--- src/rtl/mem_bus_arbiter.sv ---
// Arbitrates the instruction and data buses onto one shared memory port and
// steers read response beats back to whichever side issued each read, in order.
//
// state   | meaning
// --------+----------------------------------------------------------------
// ST_OPEN | no request in flight; a fresh arbitration decision every cycle
// ST_LOCK | presented request not yet accepted; grant frozen on grant_q
module mem_bus_arbiter #(
   parameter int RD_DEPTH    = 4,
   parameter int DB_PRIORITY = 0
) (
   input  logic        clk,
   input  logic        rst,
   input  logic [31:0] ib_req_addr,
   input  logic [2:0]  ib_req_size,
   input  logic        ib_req_valid,
   output logic        ib_req_ready,
   output logic [63:0] ib_resp_rdata,
   output logic        ib_resp_valid,
   input  logic        ib_resp_ready,
   input  logic [31:0] db_req_addr,
   input  logic [63:0] db_req_wdata,
   input  logic [7:0]  db_req_wmask,
   input  logic        db_req_wen,
   input  logic [2:0]  db_req_size,
   input  logic        db_req_valid,
   output logic        db_req_ready,
   output logic [63:0] db_resp_rdata,
   output logic        db_resp_valid,
   input  logic        db_resp_ready,
   output logic [31:0] mem_req_addr,
   output logic [63:0] mem_req_wdata,
   output logic [7:0]  mem_req_wmask,
   output logic        mem_req_wen,
   output logic [2:0]  mem_req_size,
   output logic        mem_req_valid,
   input  logic        mem_req_ready,
   input  logic [63:0] mem_resp_rdata,
   input  logic        mem_resp_valid,
   output logic        mem_resp_ready
);

   localparam int AW = $clog2(RD_DEPTH);
   localparam logic SRC_IB = 1'b0;
   localparam logic SRC_DB = 1'b1;

   typedef enum logic {ST_OPEN, ST_LOCK} state_t;

   state_t         state_q, state_d;
   logic           grant_q;
   logic           last_grant_q;
   logic [AW:0]    count_q;
   logic [AW-1:0]  wr_ptr_q, rd_ptr_q;
   logic [3:0]     beat_q;
   logic           fifo_src_q   [RD_DEPTH];
   logic [3:0]     fifo_beats_q [RD_DEPTH];

   logic           fifo_full, fifo_empty;
   logic           ib_cand, db_cand;
   logic           sel_src, sel_valid;
   logic           req_hs, push, pop, resp_hs;
   logic           head_src;
   logic [3:0]     head_beats;
   logic [3:0]     req_beats_m1;

   function automatic logic [3:0] beats_m1(input logic [2:0] size);
      case (size)
         3'd4:    return 4'd1;
         3'd5:    return 4'd3;
         3'd6:    return 4'd7;
         3'd7:    return 4'd15;
         default: return 4'd0;
      endcase
   endfunction

   assign fifo_full  = (count_q == (AW+1)'(RD_DEPTH));
   assign fifo_empty = (count_q == '0);

   // Full is judged on registered occupancy, so a same-cycle pop cannot unblock a read.
   assign ib_cand = ib_req_valid && !fifo_full;
   assign db_cand = db_req_valid && (db_req_wen || !fifo_full);

   always_comb begin
      state_d   = state_q;
      sel_src   = grant_q;
      sel_valid = 1'b0;
      case (state_q)
         ST_OPEN: begin
            if (ib_cand && db_cand)
               sel_src = ((DB_PRIORITY != 0) || (last_grant_q == SRC_IB)) ? SRC_DB : SRC_IB;
            else
               sel_src = db_cand ? SRC_DB : SRC_IB;
            sel_valid = ib_cand || db_cand;
         end
         ST_LOCK: begin
            sel_src   = grant_q;
            sel_valid = (grant_q == SRC_DB) ? db_req_valid : ib_req_valid;
         end
         default: begin
            sel_src   = grant_q;
            sel_valid = 1'b0;
         end
      endcase
      sel_valid = sel_valid && !rst;
      state_d   = (sel_valid && !mem_req_ready) ? ST_LOCK : ST_OPEN;
   end

   assign mem_req_addr  = (sel_src == SRC_DB) ? db_req_addr  : ib_req_addr;
   assign mem_req_size  = (sel_src == SRC_DB) ? db_req_size  : ib_req_size;
   assign mem_req_wdata = (sel_src == SRC_DB) ? db_req_wdata : '0;
   assign mem_req_wmask = (sel_src == SRC_DB) ? db_req_wmask : '0;
   assign mem_req_wen   = (sel_src == SRC_DB) && db_req_wen;
   assign mem_req_valid = sel_valid;
   assign ib_req_ready  = sel_valid && (sel_src == SRC_IB) && mem_req_ready;
   assign db_req_ready  = sel_valid && (sel_src == SRC_DB) && mem_req_ready;

   assign req_hs       = sel_valid && mem_req_ready;
   assign push         = req_hs && !mem_req_wen;
   assign req_beats_m1 = beats_m1(mem_req_size);

   assign head_src   = fifo_src_q[rd_ptr_q];
   assign head_beats = fifo_beats_q[rd_ptr_q];

   // Beats arriving with nothing outstanding are never acknowledged.
   assign ib_resp_rdata  = mem_resp_rdata;
   assign db_resp_rdata  = mem_resp_rdata;
   assign ib_resp_valid  = !rst && mem_resp_valid && !fifo_empty && (head_src == SRC_IB);
   assign db_resp_valid  = !rst && mem_resp_valid && !fifo_empty && (head_src == SRC_DB);
   assign mem_resp_ready = !rst && !fifo_empty &&
                           ((head_src == SRC_DB) ? db_resp_ready : ib_resp_ready);

   assign resp_hs = mem_resp_valid && mem_resp_ready;
   assign pop     = resp_hs && (beat_q == head_beats);

   always_ff @(posedge clk or posedge rst) begin
      if (rst) begin
         state_q      <= ST_OPEN;
         grant_q      <= SRC_IB;
         last_grant_q <= SRC_DB;
         count_q      <= '0;
         wr_ptr_q     <= '0;
         rd_ptr_q     <= '0;
         beat_q       <= '0;
      end else begin
         state_q <= state_d;
         if (sel_valid)
            grant_q <= sel_src;
         if (req_hs)
            last_grant_q <= sel_src;
         if (push)
            wr_ptr_q <= wr_ptr_q + AW'(1);
         if (pop)
            rd_ptr_q <= rd_ptr_q + AW'(1);
         case ({push, pop})
            2'b10:   count_q <= count_q + (AW+1)'(1);
            2'b01:   count_q <= count_q - (AW+1)'(1);
            default: count_q <= count_q;
         endcase
         if (pop)
            beat_q <= '0;
         else if (resp_hs)
            beat_q <= beat_q + 4'd1;
      end
   end

   always_ff @(posedge clk) begin
      if (push) begin
         fifo_src_q[wr_ptr_q]   <= sel_src;
         fifo_beats_q[wr_ptr_q] <= req_beats_m1;
      end
   end

endmodule
--- config.mk ---
export PLATFORM = sky130hd
export DESIGN_NAME = mem_bus_arbiter
export DESIGN_NICKNAME = d
export VERILOG_FILES = /design/src/rtl/mem_bus_arbiter.sv
export SDC_FILE = /design/constraint.sdc
export NUM_CORES = 1
export LEC_CHECK = 0
export BUFFER_PORTS_ARGS = -buffer_cell sky130_fd_sc_hd__buf_4
export CORE_AREA = 3 3 176 178
export DETAILED_ROUTE_END_ITERATION = 8
export DIE_AREA = 0 0 179 181
export GPL_ROUTABILITY_DRIVEN = 0
export HOLD_SLACK_MARGIN = 0.15
export PLACE_DENSITY_LB_ADDON = 0.08
export SYNTH_ARGS = -nofsm -noshare
export SYNTH_HDL_FRONTEND = slang
export SYNTH_SLANG_ARGS = --single-unit
--- constraint.sdc ---
create_clock -name clk -period 3.7 [get_ports clk]
set_clock_uncertainty 0.15 [all_clocks]
set_input_delay 0.185 -clock clk [delete_from_list [all_inputs] [get_ports clk]]
set_output_delay 0.185 -clock clk [all_outputs]
set_load 0.02 [all_outputs]
-- Word-level counts from Yosys, hierarchy flattened
Memories as Yosys holds them, arrays and structs flattened.
Index checks and enable logic that the tools add are counted.
- RAM bits: 20
- output and inout port bits: 242
- register bits: 14
- memories kept: 2
- bits of input ports: 215
- logic and storage cells: 73
- memory list (memory ; words ; bits a word ; rd ports ; clocked after Yosys merged registers in ; wr ports ; RTL line ; source):
    fifo_beats_q ; 4 ; 4 ; 1 ; 0 ; 1 ; 56 ; logic [3:0] fifo_beats_q [RD_DEPTH];
    fifo_src_q ; 4 ; 1 ; 1 ; 0 ; 1 ; 55 ; logic fifo_src_q [RD_DEPTH];
- mux-type cells: 18
- reductions and logical operators: 30
- $add $sub $neg: 5
- bitwise logic cells: 3
- eq/ne operators: 8
- operators with widths (operator ; count):
    64-bit two-way mux ; 1
    32-bit two-way mux ; 1
    1-bit logical AND ; 20
    4-bit one-hot mux with 4 select lines ; 1
    3-bit == test (second input constant) ; 5
    1-bit two-way mux ; 8
    4-bit two-way mux ; 2
    8-bit two-way mux ; 1
    3-bit one-hot mux with 2 select lines ; 1
    1-bit logical NOT ; 5
    2-bit by 1-bit adder with 2-bit output (second input constant) ; 2
    4-bit by 1-bit adder with 4-bit output (second input constant) ; 1
    4-bit == test ; 1
    1-bit one-hot mux with 2 select lines ; 2
    2-bit nonzero test ; 2
    3-bit by 1-bit adder with 3-bit output (second input constant) ; 1
    3-bit logical NOT ; 1
    3-bit two-way mux ; 1
    1-bit inverter ; 3
    3-bit by 1-bit subtractor with 3-bit output (second input constant) ; 1
    2-bit by 1-bit == test with 1-bit output (second input constant) ; 1
    2-bit == test (second input constant) ; 1
    1-bit logical OR ; 2

-- Depth between registers and ports, before layout
- word-level depth: 12
- depth in mapped cells: 11

-- Least setup slack after synthesis
OpenSTA, ideal clock, no wires.
- path kind: flip-flop to flip-flop
- start: register rd_ptr_q[0]
- end: register count_q[2]
- setup time: 0.079 ns
- cell stages (with the launch flop): 12
- path slack: 0.953 ns
- period minus slack after synthesis: 2.747 ns
- arrival: 2.518 ns
- buffers on the path: 1
- cells stage by stage: dfrtp_1 buf_6 mux4_2 mux2i_1 or2_4 nor2_1 ha_1 inv_1 fa_1 xor2_1 nor2_1 xor2_1
- word-level cells in the longest chain between the ends: 7
- elaborated cells between the ends (all ways): 11
- RTL lines (element ; RTL line ; source):
    from (decl) ; 53 ; logic [AW-1:0] wr_ptr_q, rd_ptr_q;
    from (signal assigned) ; 153 ; rd_ptr_q <= rd_ptr_q + AW'(1);
    memory 4 x 1 bit ; - ;
    1-bit two-way mux ; 130 ; ((head_src == SRC_DB) ? db_resp_ready : ib_resp_ready);
    1-bit logical AND ; 129 ; assign mem_resp_ready = !rst && !fifo_empty &&
    1-bit logical AND ; 132 ; assign resp_hs = mem_resp_valid && mem_resp_ready;
    1-bit logical AND (*) ; 133 ; assign pop = resp_hs && (beat_q == head_beats);
    named net pop ; 61 ; logic req_hs, push, pop, resp_hs;
    2-bit by 1-bit == test with 1-bit output / 2-bit == test (equally long branches) ; 154 ; case ({push, pop})
    3-bit one-hot mux with 2 select lines / 2-bit nonzero test (equally long branches) ; - ;
    to (signal assigned) ; 155 ; 2'b10: count_q <= count_q + (AW+1)'(1);
    to (signal assigned) ; 156 ; 2'b01: count_q <= count_q - (AW+1)'(1);
    to (signal assigned) ; 157 ; default: count_q <= count_q;
    to (decl) ; 52 ; logic [AW:0] count_q;
Mark *: on every way through the listed nets, which the timed path passes. The rest lies on a longest branch.
A chain may end at the register's enable or synchronous reset.

-- Final worst setup path
Ends and elaborated chain as after synthesis.

==> impl_results.md <==
* Run status: finished, final reports clean
* Top FF cell, synth: edfxtp_1
* N_diodes at 0
* FF+latch count, synth at 34
* Cells after synthesis at around 380
* Drt total wl at roughly 20,000 microns
* Final setup fails at 0
* Synth area leaders: buf_4 (28%), edfxtp_1 (17%), and2_1 (13%), mux2_2 (12%), dfrtp_1 (9.1%)
* Largest net degree at the start of global routing at 122
* Setup crit end kind: register
* Total power draw at between 2 and 3 mW
* Critical Path Max Stage Delay at 0.65 ns
* Total GRT Usage at 11.8%
* Maximum clock frequency at 0.320 GHz
* Pre-CTS setup slack at approximately 0.50 ns
* I/O Buffers at 264
* Vias in the first global route at 3,280
* Post-Layout Cell Count at approximately 900
* HP Class: in2reg
* Initial drt markers at 68
* Routed Antenna Nets at 0
* CTS tree: built
* Area Growth Syn to Fin at 46.5%
* CP Max Fanout at 7
* Sink Count at 34
* Post-CTS resize count at 0
* Pleak at 2.41 nW
* CP arrival at 3.18 ns
* R2R Setup Slk at 0.57 ns
* Vias per cell at 3.33
* Max-slew violation count at 0
* Hold WS at between 0.15 and 0.2 ns
* Post-place instance area at 0.00502 sq mm
* Avg WL per Cell at 22.4 microns
* Count of different cell masters after synthesis at 38
* RSZ-0062 raised after global routing: no
* Slack of the critical path at 0.571 ns
* Worst Tran Pin Value at roughly 0.56 ns
* Cell Chain, Critical Path: mux4_1, xnor2_1, nand4_1, nor2_1, ha_1, inv_1, fa_1, xor2_1, nor2_1, xor2_1
* Biggest area consumer among synthesized cells: buf_4
* I/O pin count at 457
* Row count at 63
* Worst path slowest cell: mux4_1
* Core area at roughly 0.03 sq mm
* Final period util at about 85%
* Minimum clock period at 3.13 ns
* Share of layout cells above drive strength 1 at 62.0%
* WP buf/inv at 1
* Reg clk slew, reported paths at 0.06 ns
* FILL cells at 3,345
* Placed insts at 888
* Worst Setup Start Kind: register
* Total negative slack at 0 ns
* Critical path class: reg2reg
* Worst-Skew Late Latency at 0.28 ns
* CP required at around 3.8 ns
* Synth top area share at between 20% and 30%
* Top post-synthesis cells by count: buf_4 (134), and2_1 (77), mux2_2 (37)
* Power Density at around 500 mW/mm^2
* CTS buffer count at 5
* Die W at 179 microns
* DRT Pass-1 Iters at 4
* Most common cell in the synthesized netlist: buf_4
* Post-Syn Area at 0.00357 sq mm
* H-tree Lvls at 2
* Die Ht at 181 microns
* Residual DRC at 0
* Number of flops mapped to enable cells by yosys at 20
* Max IR drop VDD at 0.191 mV
* Global-route wire length before repair at 26,800 microns
* Vias at 2,987
* Final hold violation count at 0
* Remaining Overflow, GRT at 0
* Clock root buffer: clkbuf_16
* Yosys warns at 0
* Family with the most delay on the worst path: multiplexers
* Mean Syn Cell Area at around 9.5 sq um
* Initial Utilization at 12.1%
* Synth Net Count at 598
* Initial antenna violation count at 7
* Setup bufs post-CTS at 0
* Bufs on Longest Clock Path at 2
* Headroom to the max-slew limit at between 60% and 70%
* Register area share after synthesis at 26.7%
* Final HPWL DP at 18,300 microns
* Final net count at 729
* Finished Core Util at 17.7%
* Die area at approximately 0.032 sq mm
* Async set or reset register ratio after synthesis at around 41%
* Design area at 0.00523 sq mm
* Max_cap viols at 0
==> sequential cells by signal, summed over array words and instances, names as in the netlist <==
signal and flops:
fifo_beats_q 16, beat_q 4, fifo_src_q 4, count_q 3, rd_ptr_q 2, wr_ptr_q 2
grant_q 1, last_grant_q 1, state_q 1
==> layout make-up <==
class | count | area [sq um] | area share (%)
flip-flops and latches | 34 | 952 | 18.2
clock buffers | 5 | 125 | 2.39
clock inverters | 3 | 68.8 | 1.32
inverters | 9 | 33.8 | 0.646
repair buffers | 268 | 2030 | 38.8
well taps | 390 | 488 | 9.33
multi-input cells | 189 | 1530 | 29.3
==> path summary, 6_finish.rpt <==
check                               start                 end  cells after the start
setup / recovery              rd_ptr_q[0]          count_q[2]                     10
hold / removal             ib_req_size[2]  fifo_beats_q[3][0]                      2
setup reg to reg              rd_ptr_q[0]          count_q[2]                     10
hold reg to reg              last_grant_q        last_grant_q                      2
max in group asynchronous             rst        last_grant_q                      4
min in group asynchronous             rst           beat_q[0]                      4
==> report_power, final <==
group	internal (mW)	leakage (nW)	total, mW	switching [mW]
Combinational	0.701	1.97	1.48	0.776
Sequential	0.503	0.353	0.597	0.0940
Clock	0.387	0.0940	0.544	0.157
Total	1.59	2.41	2.62	1.03
==> worst reg2reg max path, stage by stage (launching register included) <==
cell     delay, ns
dfrtp_1       0.56
mux4_1        0.65
xnor2_1       0.19
nand4_1       0.18
nor2_1        0.24
ha_1          0.23
inv_1         0.06
fa_1          0.37
xor2_1        0.15
nor2_1        0.11
xor2_1        0.16
==> cell families after synthesis <==
kind of cell / count (synthesis) / synth area share [%]
mux: 45 / 16.1
buf+inv: 153 / 30.7
compound gates: 15 / 2.59
flops: 34 / 26.7
xor+xnor: 10 / 2.45
fa+ha+maj: 7 / 2.66
simple gates: 112 / 18.9
==> layout by cell type (no fill, tap or decap), types with 3 or more instances in the layout <==
cell type and n:
xnor2_1 7, clkbuf_16 5, o21ai_0 7, ha_1 6, mux4_1 4, edfxtp_1 20, a21oi_1 4, buf_4 265
inv_1 9, nand3_1 6, and2_1 77, mux2_2 37, mux2i_1 3, dfrtp_1 13, nor2_1 6, nand2_1 8
xor2_1 3
==> routing by layer <==
metal / global-route usage [%] / vias to the layer above / share of wire [%]
met1: 10.7 / 1331 / 30
met3: 14.0 / 27 / 25
met2: 17.7 / 249 / 44
met5: 1.85 / - / 0.85
met4: 1.43 / 14 / 0.63
li1: - / 1366 / -
==> repair_timing <==
| item | 4_1_cts | 5_1_grt |
|---|---|---|
| setup endpoints to repair | 0 | 0 |
| hold buffers | 2 | 0 |
| endpoints found under the hold margin | 16 | 0 |
Note: power is estimated with default switching activity, not from simulation.
